### src/rtl/cdc_req_sender.sv
// Source-side half of a 4-phase req/ack crossing: turns event pulses into req levels,
// queues events while a handshake is in flight and flags overflow/timeout stalls.
module cdc_req_sender #(
  parameter int SYNC_STAGES = 2,
  parameter int CNT_W       = 3,
  parameter int TIMEOUT     = 1023
) (
  input  logic             clk,
  input  logic             reset,
  input  logic             event_pulse,
  input  logic             ack_async,
  input  logic             clear_err,
  output logic             req,
  output logic             busy,
  output logic             done_pulse,
  output logic [CNT_W-1:0] pending_count,
  output logic             overflow,
  output logic             timeout_err
);

  localparam int TMO_W = $clog2(TIMEOUT + 1);
  localparam logic [CNT_W-1:0] CNT_MAX  = '1;
  localparam logic [TMO_W-1:0] TMO_MAX  = TMO_W'(TIMEOUT);
  localparam logic [TMO_W-1:0] TMO_LAST = TMO_W'(TIMEOUT - 1);

  typedef enum logic [1:0] {IDLE, REQ_HIGH, REQ_LOW} state_e;

  state_e                 state_q, state_d;
  logic [SYNC_STAGES-1:0] ack_sync_q;
  logic                   ack_s;
  logic                   req_q, req_d;
  logic                   done_q, done_d;
  logic [CNT_W-1:0]       pend_q, pend_d;
  logic                   ovf_q, ovf_d;
  logic                   tmo_err_q, tmo_err_d;
  logic [TMO_W-1:0]       tmo_cnt_q, tmo_cnt_d;
  logic                   launch, pend_nz, inc, dec, drop, tmo_hit;

  // Only the synchronized copy of ack is ever looked at.
  assign ack_s   = ack_sync_q[SYNC_STAGES-1];
  assign pend_nz = (pend_q != '0);

  // State register and all other flops
  always_ff @(posedge clk) begin
    if (reset) begin
      state_q    <= IDLE;
      ack_sync_q <= '0;
      req_q      <= 1'b0;
      done_q     <= 1'b0;
      pend_q     <= '0;
      ovf_q      <= 1'b0;
      tmo_err_q  <= 1'b0;
      tmo_cnt_q  <= '0;
    end else begin
      state_q    <= state_d;
      ack_sync_q <= {ack_sync_q[SYNC_STAGES-2:0], ack_async};
      req_q      <= req_d;
      done_q     <= done_d;
      pend_q     <= pend_d;
      ovf_q      <= ovf_d;
      tmo_err_q  <= tmo_err_d;
      tmo_cnt_q  <= tmo_cnt_d;
    end
  end

  // Next-state logic
  always_comb begin
    state_d = state_q;
    launch  = 1'b0;
    case (state_q)
      IDLE: begin
        if ((event_pulse || pend_nz) && !ack_s) begin
          launch  = 1'b1;
          state_d = REQ_HIGH;
        end
      end
      REQ_HIGH: if (ack_s)  state_d = REQ_LOW;
      REQ_LOW:  if (!ack_s) state_d = IDLE;
      default:  state_d = IDLE;
    endcase
  end

  // Output logic: req and done are registered versions of the upcoming state
  always_comb begin
    busy   = (state_q != IDLE);
    req_d  = (state_d == REQ_HIGH);
    done_d = (state_q == REQ_LOW) && (state_d == IDLE);
  end

  // Pending queue, sticky errors and wait-state timer
  always_comb begin
    dec    = launch && pend_nz;
    inc    = event_pulse && !(launch && !pend_nz);
    drop   = 1'b0;
    pend_d = pend_q;
    if (inc && !dec) begin
      if (pend_q == CNT_MAX) drop = 1'b1;
      else                   pend_d = pend_q + 1'b1;
    end else if (dec && !inc) begin
      pend_d = pend_q - 1'b1;
    end

    tmo_cnt_d = tmo_cnt_q;
    tmo_hit   = 1'b0;
    if (state_q == IDLE || state_d != state_q) begin
      tmo_cnt_d = '0;
    end else if (tmo_cnt_q != TMO_MAX) begin
      tmo_cnt_d = tmo_cnt_q + 1'b1;
      // Fire once on the step that reaches the limit, so clear_err can stick afterwards.
      tmo_hit   = (tmo_cnt_q == TMO_LAST);
    end

    ovf_d     = drop    || (ovf_q     && !clear_err);
    tmo_err_d = tmo_hit || (tmo_err_q && !clear_err);
  end

  assign req           = req_q;
  assign done_pulse    = done_q;
  assign pending_count = pend_q;
  assign overflow      = ovf_q;
  assign timeout_err   = tmo_err_q;

endmodule
### config.mk
export PLATFORM = sky130hd
export DESIGN_NAME = cdc_req_sender
export DESIGN_NICKNAME = d
export VERILOG_FILES = /design/src/rtl/cdc_req_sender.sv
export SDC_FILE = /design/constraint.sdc
export NUM_CORES = 1
export LEC_CHECK = 0
export CORE_MARGIN = 4
export CORE_UTILIZATION = 55
export DETAILED_ROUTE_END_ITERATION = 12
export GPL_TIMING_DRIVEN = 1
export HOLD_SLACK_MARGIN = 0.12
export PLACE_DENSITY = 0.8
export SLEW_MARGIN = 20
export SYNTH_ARGS = -nofsm -noshare
export SYNTH_HDL_FRONTEND = slang
export SYNTH_SLANG_ARGS = --single-unit
### constraint.sdc
create_clock -name clk -period 3.25 [get_ports clk]
set_clock_uncertainty 0.2 [all_clocks]
set_input_delay 0.8125 -clock clk [delete_from_list [all_inputs] [get_ports clk]]
set_output_delay 0.8125 -clock clk [all_outputs]
set_load 0.03 [all_outputs]
=== Yosys cells after proc, flatten, opt, wreduce, memory -nomap -nowiden ===
Index checks and enable logic that the tools add are counted.

* Output and inout bits: 8
* Register bits: 21
* Word-level logic and storage cells: 58
* Input port bits: 5

* Equal/unequal tests: 8
* Add/subtract/negate cells: 3
* Muxes and demuxes: 13
* Reduce and logical (&&, ||, !) cells: 26

{| class="wikitable"
|+ Operator list
! operator !! count
|-
| adder 10 x 1 -> 10 bit, second input constant || 1
|-
| == test 10 bit, second input constant || 1
|-
| != test 10 bit, second input constant || 1
|-
| logical AND 1 bit || 9
|-
| two-way mux 3 bit || 3
|-
| zero test 1 bit || 6
|-
| two-way mux 1 bit || 6
|-
| two-way mux 2 bit || 3
|-
| one-hot mux 2 bit (3 select lines) || 1
|-
| == test 2 x 1 -> 1 bit, second input constant || 2
|-
| zero test 2 bit || 2
|-
| logical OR 1 bit || 4
|-
| nonzero test 2 bit || 2
|-
| adder 3 x 1 -> 3 bit, second input constant || 1
|-
| == test 3 bit, second input constant || 1
|-
| nonzero test 3 bit || 1
|-
| subtractor 3 x 1 -> 3 bit, second input constant || 1
|-
| == test 2 bit, second input constant || 1
|-
| != test 2 bit || 1
|-
| != test 2 bit, second input constant || 1
|-
| AND reduction 2 bit || 1
|-
| OR reduction 2 bit || 1
|}

=== Depth between registers and ports, before layout ===
Gate-level depths: netlist (run 1).

* Word-level depth: 12
* Mapped depth: 7
* Mapped depth without buffers: 6

=== Worst setup path before layout (run 1) ===
Ideal clock, no wire load.

* Path kind: in2reg
* Start point: input port event_pulse
* End point: register pend_q[1] (netlist: pending_count[1])
* Data arrival time: 2.031 ns
* Library setup time: 0.103 ns
* Slack: 0.916 ns
* Buffers on the path: 0
* Required time: 2.947 ns
* Cell stages on the path: 5
* Cells stage by stage: o31ai_1 > fa_1 > nor2_1 > a211o_1 > a2111oi_2

* Elaborated cells between the ends (all ways): 16
* Classes of those cells: eq/ne (1); mux (3); reduce/logical (12)

{| class="wikitable"
|+ RTL lines
! item !! RTL line !! RTL
|-
| from (decl) || 10 || <nowiki>input logic event_pulse,</nowiki>
|-
| logical OR 1 bit || 72 || <nowiki>if ((event_pulse || pend_nz) && !ack_s) begin</nowiki>
|-
| logical AND 1 bit || 72 ||
|-
| two-way mux 1 bit || 72 ||
|-
| two-way mux 1 bit || 70 || <nowiki>case (state_q)</nowiki>
|-
| logical AND 1 bit || 93 || <nowiki>inc = event_pulse && !(launch && !pend_nz);</nowiki>
|-
| zero test 1 bit || 93 ||
|-
| logical AND 1 bit || 93 ||
|-
| logical AND 1 bit * || 96 || <nowiki>if (inc && !dec) begin</nowiki>
|-
| two-way mux 3 bit * || 96 ||
|-
| via pend_d[1] || 33 || <nowiki>logic [CNT_W-1:0] pend_q, pend_d;</nowiki>
|-
| to (signal assigned) || 59 || <nowiki>pend_q <= pend_d;</nowiki>
|-
| to (decl) || 33 ||
|}

Mark *: on every way through the listed nets, which the timed path passes. The rest lies on a longest branch.
A chain may end at the register's enable or synchronous reset.

=== Final worst setup path (run 1) ===
Ends and elaborated chain as after synthesis.

==> results.txt, run 1 <==
- Total I/O pin count: 13
- F_max: between 300 and 400 MHz
* Class of the tightest hold or removal check: flip-flop to flip-flop
- Crit path arrival time: approximately 2.7 ns
- Length of the first detailed-routing pass in iterations: 4
- Result of the run: complete, no violations
- CP Class: input pin to flip-flop
- The layout has 160 filler cells.
* Root Buffer: sky130_fd_sc_hd__clkbuf_4
- Number of buffers and inverters on the critical path: 1
* Crit path max-delay cell type: sky130_fd_sc_hd__fa_1
* Standard cell core area: 1760 µm²
- The final hold violation count is 0.
- Global routing finished with a remaining overflow of 0.
* Accumulated negative setup slack: 0 ns
- Wire length per cell after detailed routing: 11.5 µm
- The largest single stage delay on the critical path is about 0.57 ns.
- Pin count of the biggest net entering global routing: 14
- DR DRC count: 0
- Data required time at the worst endpoint: between 3 and 4 ns
- Storage cell area: ~420 µm²
- Most frequent standard cell in the layout excluding fill and tap cells: sky130_fd_sc_hd__dfxtp_1
- Post-route worst setup slack: between 0.5 and 0.6 ns
* Number of routed nets with antenna violations: 0
* Syn Std Cell Area: between 1000 and 1500 µm²
- Input and output buffers added on the ports amount to 12.
* Fraction of layout cells with a size suffix above 1: under 10%
- Hold-fix buffers, CTS: 0
* Estimated wirelength of the detail-placed design: 1360 µm
* Max clock buf depth: 2
- Setup repair after global routing left no endpoint under its margin.
- At the pin with the least slew margin, the transition time is ~0.64 ns.
- Total CTS buffers: 3
- Gates resized, CTS repair: 0
* Leading cell types in the layout, fill and taps excluded: sky130_fd_sc_hd__dfxtp_1 (21), sky130_fd_sc_hd__nor2_1 (17), sky130_fd_sc_hd__clkdlybuf4s50_1 (12), sky130_fd_sc_hd__nand2_1 (6), sky130_fd_sc_hd__a21oi_1 (6)
* Die boundary width: a little over 50 µm
* Sort of element at the start of the critical path: input pin
* Total of endpoints with negative setup slack in the final report: 0
- Register clock-pin slew on the reported worst setup and hold paths: about 0.11 ns
* Floorplan die height: 51.6 µm
- Launch point of the worst hold path: ack_sync_q[0]
- Syn nets: about 130
- In this run, synthesis produced a sequential element count of 21.
- Total global-route track usage: 17.6%
- A synthesized cell averages between 8 and 9 µm².
- Max-slew violations: 0
* Gate family responsible for the most delay along the worst path: compound AO/OA/AOI/OAI gates
- The die covers between 2000 and 3000 µm².
- The worst-case IR drop observed on VDD is approximately 260 µV.
- Post-synthesis async set-or-reset flop share: 0%
* Antenna cell count: 0
- Sequential-to-total area share from yosys stat: ~40%
- Drt first-iter violations: 6
- Headroom to the max-slew limit came out at a little under three fifths.
- Clock latency on the worst-skew pair, taken at its later pin, is ~0.30 ns.
* Leak Pwr: around 0.43 nW
* Crit. End Element: flip-flop
- Summed over all layers, the routed wires come to 1810 µm.
* CP cell instances: clkdlybuf4s50_1 -> o31ai_1 -> fa_1 -> nor2_1 -> a211o_1 -> a2111oi_2
* Cell Pwr Density: between 400 and 500 nW/µm²
* Yosys synthesis warning count: 0
* DP Worst Slack: approximately 0.27 ns
* CTS H-Tree Depth: 1
- Launch point of the critical path: event_pulse
- GP Congestion: 0.769
- The via count of the first global-routing pass came to ~850.
- # nets final: 141
- Layout area overhead: 14.8%
* TritonCTS clock tree: yes
- Wire length of the first global-routing pass: around 3500 µm
- Dividing the detail-routed via count by the number of cells gives roughly 5.6.
* Effective utilization at floorplan: ~60%
- The worst path in the final design needs a cycle of between 2 and 3 ns, including I/O delays and setup.
* Total number of vias: between 800 and 900
* Number of enable-type register cells in the synthesized netlist: 0
- The number of setup buffers added after CTS is 0.
* Worst R2R Setup Slack: a little under 1 ns
- Multi-input gate area in the final layout: 569 µm²
- Row generation in the floorplan step produced 15 rows.
- Number of clock sinks: 21
* Library cells used by synthesis: 43
- In the synthesized netlist the dominant register cell turns out to be sky130_fd_sc_hd__dfxtp_1.
- In this run the worst path has a maximum fanout of 5.
* Startpoint of the lowest-slack register-to-register path: state_q[1]
- Number of instances in the synthesized netlist: 121
- Maxcap violations: 0
* Post-route clock period utilization: 82.2%
* Antenna violations before repair: 0
cells in the mapped netlist, drive strengths merged (2+ instances only):
library cell / instances / area share, %
nor3: 5 / 2.4
o21ai: 5 / 2.4
nand3b: 2 / 1.4
clkbuf: 3 / 1.1
inv: 5 / 1.8
and3: 3 / 1.8
dfxtp: 21 / 40
nor4: 2 / 1.2
xor2: 2 / 1.7
nand2: 6 / 2.2
xnor2: 2 / 1.7
nand4: 2 / 1.2
buf: 4 / 2.6
a21oi: 6 / 2.9
ha: 2 / 2.4
or3: 2 / 1.2
nor2b: 3 / 1.8
a2111oi: 3 / 3.1
nor2: 17 / 6.1
nor3b: 3 / 2.2
nand3: 5 / 2.4
path summary, 6_finish.rpt:
check / endpoint / depth (start not counted)
setup / recovery: pending_count[1] / 6
hold / removal: ack_sync_q[1] / 1
setup reg to reg: pending_count[1] / 5
hold reg to reg: ack_sync_q[1] / 1
layer usage:
layer	vias up	GRT usage (%)	routed length [µm]	part of all wire [%]
met5	-	0	0	0
met4	0	10.9	34	1.9
met3	4	4.01	56	3.1
met2	12	30.1	930	51
met1	406	19.5	786	43
li1	459	-	-	-
per-stage QoR:
stage                     utilization (%)  cells  power [mW]  area, µm²  hold slack, ns
final                                68.2    157       0.581       1200           0.273
after global routing                 68.2    157       0.621       1200           0.295
after CTS                            68.2    157       0.591       1200           0.279
after detailed placement             66.6    153       0.466       1170           0.255
after global placement               66.6    153       0.460       1170           0.258
after floorplan                         -    121       0.422       1050           0.214
logic make-up (layout without fill, tap and decap cells):
group | after synthesis | after routing | synth area share [%]
simple gates | 55 | 55 | 27.7
compound gates | 24 | 24 | 17.0
flops | 21 | 21 | 40.1
buf+inv | 12 | 23 | 5.50
xor+xnor | 4 | 4 | 3.35
fa+ha+maj | 3 | 3 | 4.30
mux | 2 | 2 | 2.03
state kept, by name (all words and copies together) (netlist names):
signal	cells
ack_sync_q	2
done_pulse	1
overflow	1
pending_count	3
req	1
state_q	2
timeout_err	1
tmo_cnt_q	10
report_power, final:
| part | switching [mW] | leakage [nW] | total, mW | internal [mW] |
|---|---|---|---|---|
| Combinational | 0.0829 | 0.244 | 0.158 | 0.0751 |
| Clock | 0.0762 | 0.0177 | 0.122 | 0.0459 |
| Sequential | 0.0282 | 0.171 | 0.301 | 0.273 |
| Total | 0.187 | 0.432 | 0.581 | 0.394 |
final cells by class:
type | instances | area share (%)
Clock buffer | 3 | 1.87
Inverter | 5 | 1.56
Timing Repair Buffer | 14 | 11.2
Tap cell | 25 | 2.60
Multi-Input combinational cell | 88 | 47.3
Clock inverter | 1 | 0.416
Sequential cell | 21 | 35.0
(Power assumes the default switching activity.)
==> run 2, diff against run 1 <==
--- a/config.mk
+++ b/config.mk
@@ -6,11 +6,11 @@
 export NUM_CORES = 1
 export LEC_CHECK = 0
 export CORE_MARGIN = 4
-export CORE_UTILIZATION = 55
+export CORE_UTILIZATION = 53
 export DETAILED_ROUTE_END_ITERATION = 12
 export GPL_TIMING_DRIVEN = 1
 export HOLD_SLACK_MARGIN = 0.12
-export PLACE_DENSITY = 0.8
+export PLACE_DENSITY = 0.78
 export SLEW_MARGIN = 20
 export SYNTH_ARGS = -nofsm -noshare
 export SYNTH_HDL_FRONTEND = slang
==> constraint.sdc (replaced) <==
create_clock -name clk -period 2.7 [get_ports clk]
set_clock_uncertainty 0.2 [all_clocks]
set_input_delay 0.675 -clock clk [delete_from_list [all_inputs] [get_ports clk]]
set_output_delay 0.675 -clock clk [all_outputs]
set_load 0.03 [all_outputs]
==> run 2 against run 1 <==
Against the previous run:
- critical path type is now flip-flop to primary output
- critical path depth fell by 4
- routed wire length increased by 11%
- combinational power is 25% higher
- first-iteration DRC count rose by 130%
- via count grew 0.34%
- global-route usage rose by 0.43 points
- total power is 23% higher
- setup slack lost 0.45 ns
- core utilization fell by 0.59 points
- register-to-register slack got worse by 0.43 ns
==> results.txt, run 2 (synthesized netlist as in run 1, its figures left out) <==
- The share of layout cells above drive strength 1 was 9.70% (was 8.33%).
* Register clock-pin slew on the reported worst setup and hold paths: 0.11 ns (about the same)
- The clock latency on the worst-skew pair came to 0.31 ns (was 0.30 ns).
* Wire length of the first global-routing pass: 3640 µm (was 3550 µm)
* Result of the run: complete, no violations (unchanged)
* Time the worst path needs with I/O delays and setup: ~2.6 ns
* Class of the tightest hold or removal check: flip-flop to flip-flop (unchanged)
- Total CTS buffers: 3 (unchanged)
* Post-route clock period utilization: 95.4%
- Data required time at the worst endpoint: 1.82 ns (was 3.25 ns)
* Maxcap violations: 0 (unchanged)
- Drt first-iter violations: 14 (was 6)
- The CTS tree was yes (unchanged).
* Share of total power in sequential cells: 51.0% (was 51.8%)
- The via count of the first global-routing pass was 862 (was 852).
- The fill cell instance count of the final layout was 159 (was 160).
* Antenna violations before repair: 0 (unchanged)
- RSZ-0062 raised after global routing: false (unchanged).
* Length of the first detailed-routing pass in iterations: 4 (unchanged)
* Leak Pwr: 0.441 nW (was 0.432 nW)
- Total number of vias: 884 (was 881)
- Slew of the pin with the lowest slew margin: 0.385 ns (was 0.642 ns)
* Wire length per cell after detailed routing: 12.7 µm (was 11.5 µm)
* Cell Pwr Density: 587 nW/µm² (was 484 nW/µm²)
- Port buffer count: 12 (unchanged)
* CTS H-Tree Depth: 1 (unchanged)
- Effective utilization at floorplan: 58.1% (was 59.4%)
- Worst-case headroom to the max-slew limit: 74.1% (was 56.8%)
- Die outline area: 2750 µm² (was 2670 µm²)
- Storage cell area: 420 µm² (unchanged)
* F_max: approximately 390 MHz
- DP Worst Slack: -0.0150 ns (was 0.271 ns)
- CP Class: flip-flop to primary output (was input pin to flip-flop)
- Via count normalized by instance count: 5.56 (was 5.61)
- The type of element capturing the critical path is a primary output (was flip-flop).
* Multi-input gate area in the final layout: 569 µm² (unchanged)
- Power consumption: 714 µW (was 581 µW)
- The internal power was 479 µW (was 394 µW).
* Number of clock sinks: 21 (unchanged)
- Floorplan die height: 52.5 µm (was 51.6 µm)
- Estimated wirelength of the detail-placed design: 1480 µm (was 1360 µm)
- Die boundary width: 52.5 µm (was 51.6 µm)
- Pin count of the biggest net entering global routing: 13 (was 14)
- The number of antenna repair diodes is 0 (unchanged).
- The maximum fanout along the worst path came to 10 (was 5).
- Sort of element at the start of the critical path: flip-flop (was input pin)
* Max clock buf depth: 2 (unchanged)
- The standard cell core area came to 1800 µm² (was 1760 µm²).
- GP Congestion: 0.831 (was 0.769)
* Number of routed nets with antenna violations: 0 (unchanged)
* Worst slack on hold paths: 0.257 ns (was 0.273 ns)
* Gates resized, CTS repair: 0 (unchanged)
* # Post-CTS Setup Buffers: 0 (unchanged)
- Total Routed Length: 2010 µm (was 1810 µm)
* Layout area overhead: 16.2% (was 14.8%)
- The net switching share of the total power came to 33.0% (was 32.2%).
- The total grt overflow was 0 (unchanged).
* Final cell area excluding filler cells: 1220 µm² (was 1200 µm²)
- Crit path arrival time: 1.70 ns (was 2.67 ns)
- The number of placed instances, taps included is 155 (was 153).
- Post-Layout Cell Count: 159 (was 157)
- Core Rows: 15 (unchanged)
* Flip-flop count of the largest register, all copies and words added: 10 (unchanged)
- The final setup slack of the worst path came to 0.124 ns (was 0.578 ns).
* Combinational cell fraction of total power: 27.6% (was 27.2%)
- The global-route usage over all layers is 18.0% (was 17.6%).
- The most common cell after layout, fill and taps aside is sky130_fd_sc_hd__dfxtp_1 (unchanged).
- The root buffer cell was sky130_fd_sc_hd__clkbuf_4 (unchanged).
- The highest metal layer with signal wires is met4 (unchanged).
- The clock network power share was 21.4% (was 21.0%).
- The number of hold buffers added after cts came to 0 (unchanged).
- # nets final: 143 (was 141)
* DR DRC count: 0 (unchanged)
* Detail Route met2 WL: 933 µm (was 930 µm)
- Final-report hold violation count: 0 (unchanged)
- The number of top-level pins was 13 (unchanged).
* Register ranked first by flip-flop count: tmo_cnt_q (unchanged)
* Wl on met1: 977 µm (was 786 µm)
- The final count of negative-setup-slack endpoints was 0 (unchanged).
- The area of placed instances was 1190 µm² (was 1170 µm²).
- The met3 layer wire length in the routed design is 62 µm (was 56 µm).
- Leading cell types in the layout, fill and taps excluded: sky130_fd_sc_hd__dfxtp_1 (21), sky130_fd_sc_hd__nor2_1 (17), sky130_fd_sc_hd__clkdlybuf4s50_1 (12), sky130_fd_sc_hd__nand2_1 (6), sky130_fd_sc_hd__a21oi_1 (6) (unchanged)
* Net load switching power: 236 µW (was 187 µW)
* Max-slew violations: 0 (unchanged)
- IR drop worst, VDD: 388 µV (was 260 µV)
-- run 2: cell types whose count changed in the layout (fill, tap and decap cells not counted), sizes merged --
cell	change
buf	+2
-- run 2: area by class of cell --
type	instances	area share [%]
well taps	25	2.57
clock inverters	1	0.411
flip-flops and latches	21	34.5
repair buffers	16	12.3
clock buffers	3	1.85
inverters	5	1.54
multi-input cells	88	46.8
-- run 2: final timing paths --
path | startpoint | to | slack, ns | cells after the start
setup reg to reg | state_q[1] | pending_count[1] | 0.54 | 5
hold / removal | ack_sync_q[0] | ack_sync_q[1] | 0.26 | 1
hold reg to reg | ack_sync_q[0] | ack_sync_q[1] | 0.26 | 1
setup / recovery | state_q[1] | busy | 0.12 | 2
-- run 2: worst max-delay path: stages, from the launching register on --
cell,delay [ns]
sky130_fd_sc_hd__dfxtp_1,0.53
sky130_fd_sc_hd__or2_2,0.19
sky130_fd_sc_hd__clkdlybuf4s50_1,0.68
-- run 2: per-layer routing --
layer  global-route usage (%)  up-vias
li1                         -      460
met1                     21.0      402
met2                     31.6       17
met3                     3.42        5
met4                     7.66        0
met5                        0        -
-- run 2: through the flow --
stage | utilization [%] | setup TNS [ns]
2_1_floorplan | - | 0
3_3_place_gp | 66.0 | 0
3_5_place_dp | 66.0 | -0.0150
4_1_cts | 67.6 | 0
5_1_grt | 67.6 | 0
6_report | 67.6 | 0
-- run 2: power by group through the flow --
stage	clock network [mW]	logic, mW	registers (mW)
3_5_place_dp	0	0.198	0.371
3_3_place_gp	0	0.189	0.369
2_1_floorplan	0	0.131	0.377
5_1_grt	0.171	0.217	0.371
4_1_cts	0.160	0.198	0.365
6_report	0.153	0.197	0.364
==> run 3, diff against run 2 <==
--- a/config.mk
+++ b/config.mk
@@ -15,3 +15,4 @@
 export SYNTH_ARGS = -nofsm -noshare
 export SYNTH_HDL_FRONTEND = slang
 export SYNTH_SLANG_ARGS = --single-unit
+export TNS_END_PERCENT = 100
==> results of run 3 <==
No change in the layout: final DEF, timing and power equal those of run 2.
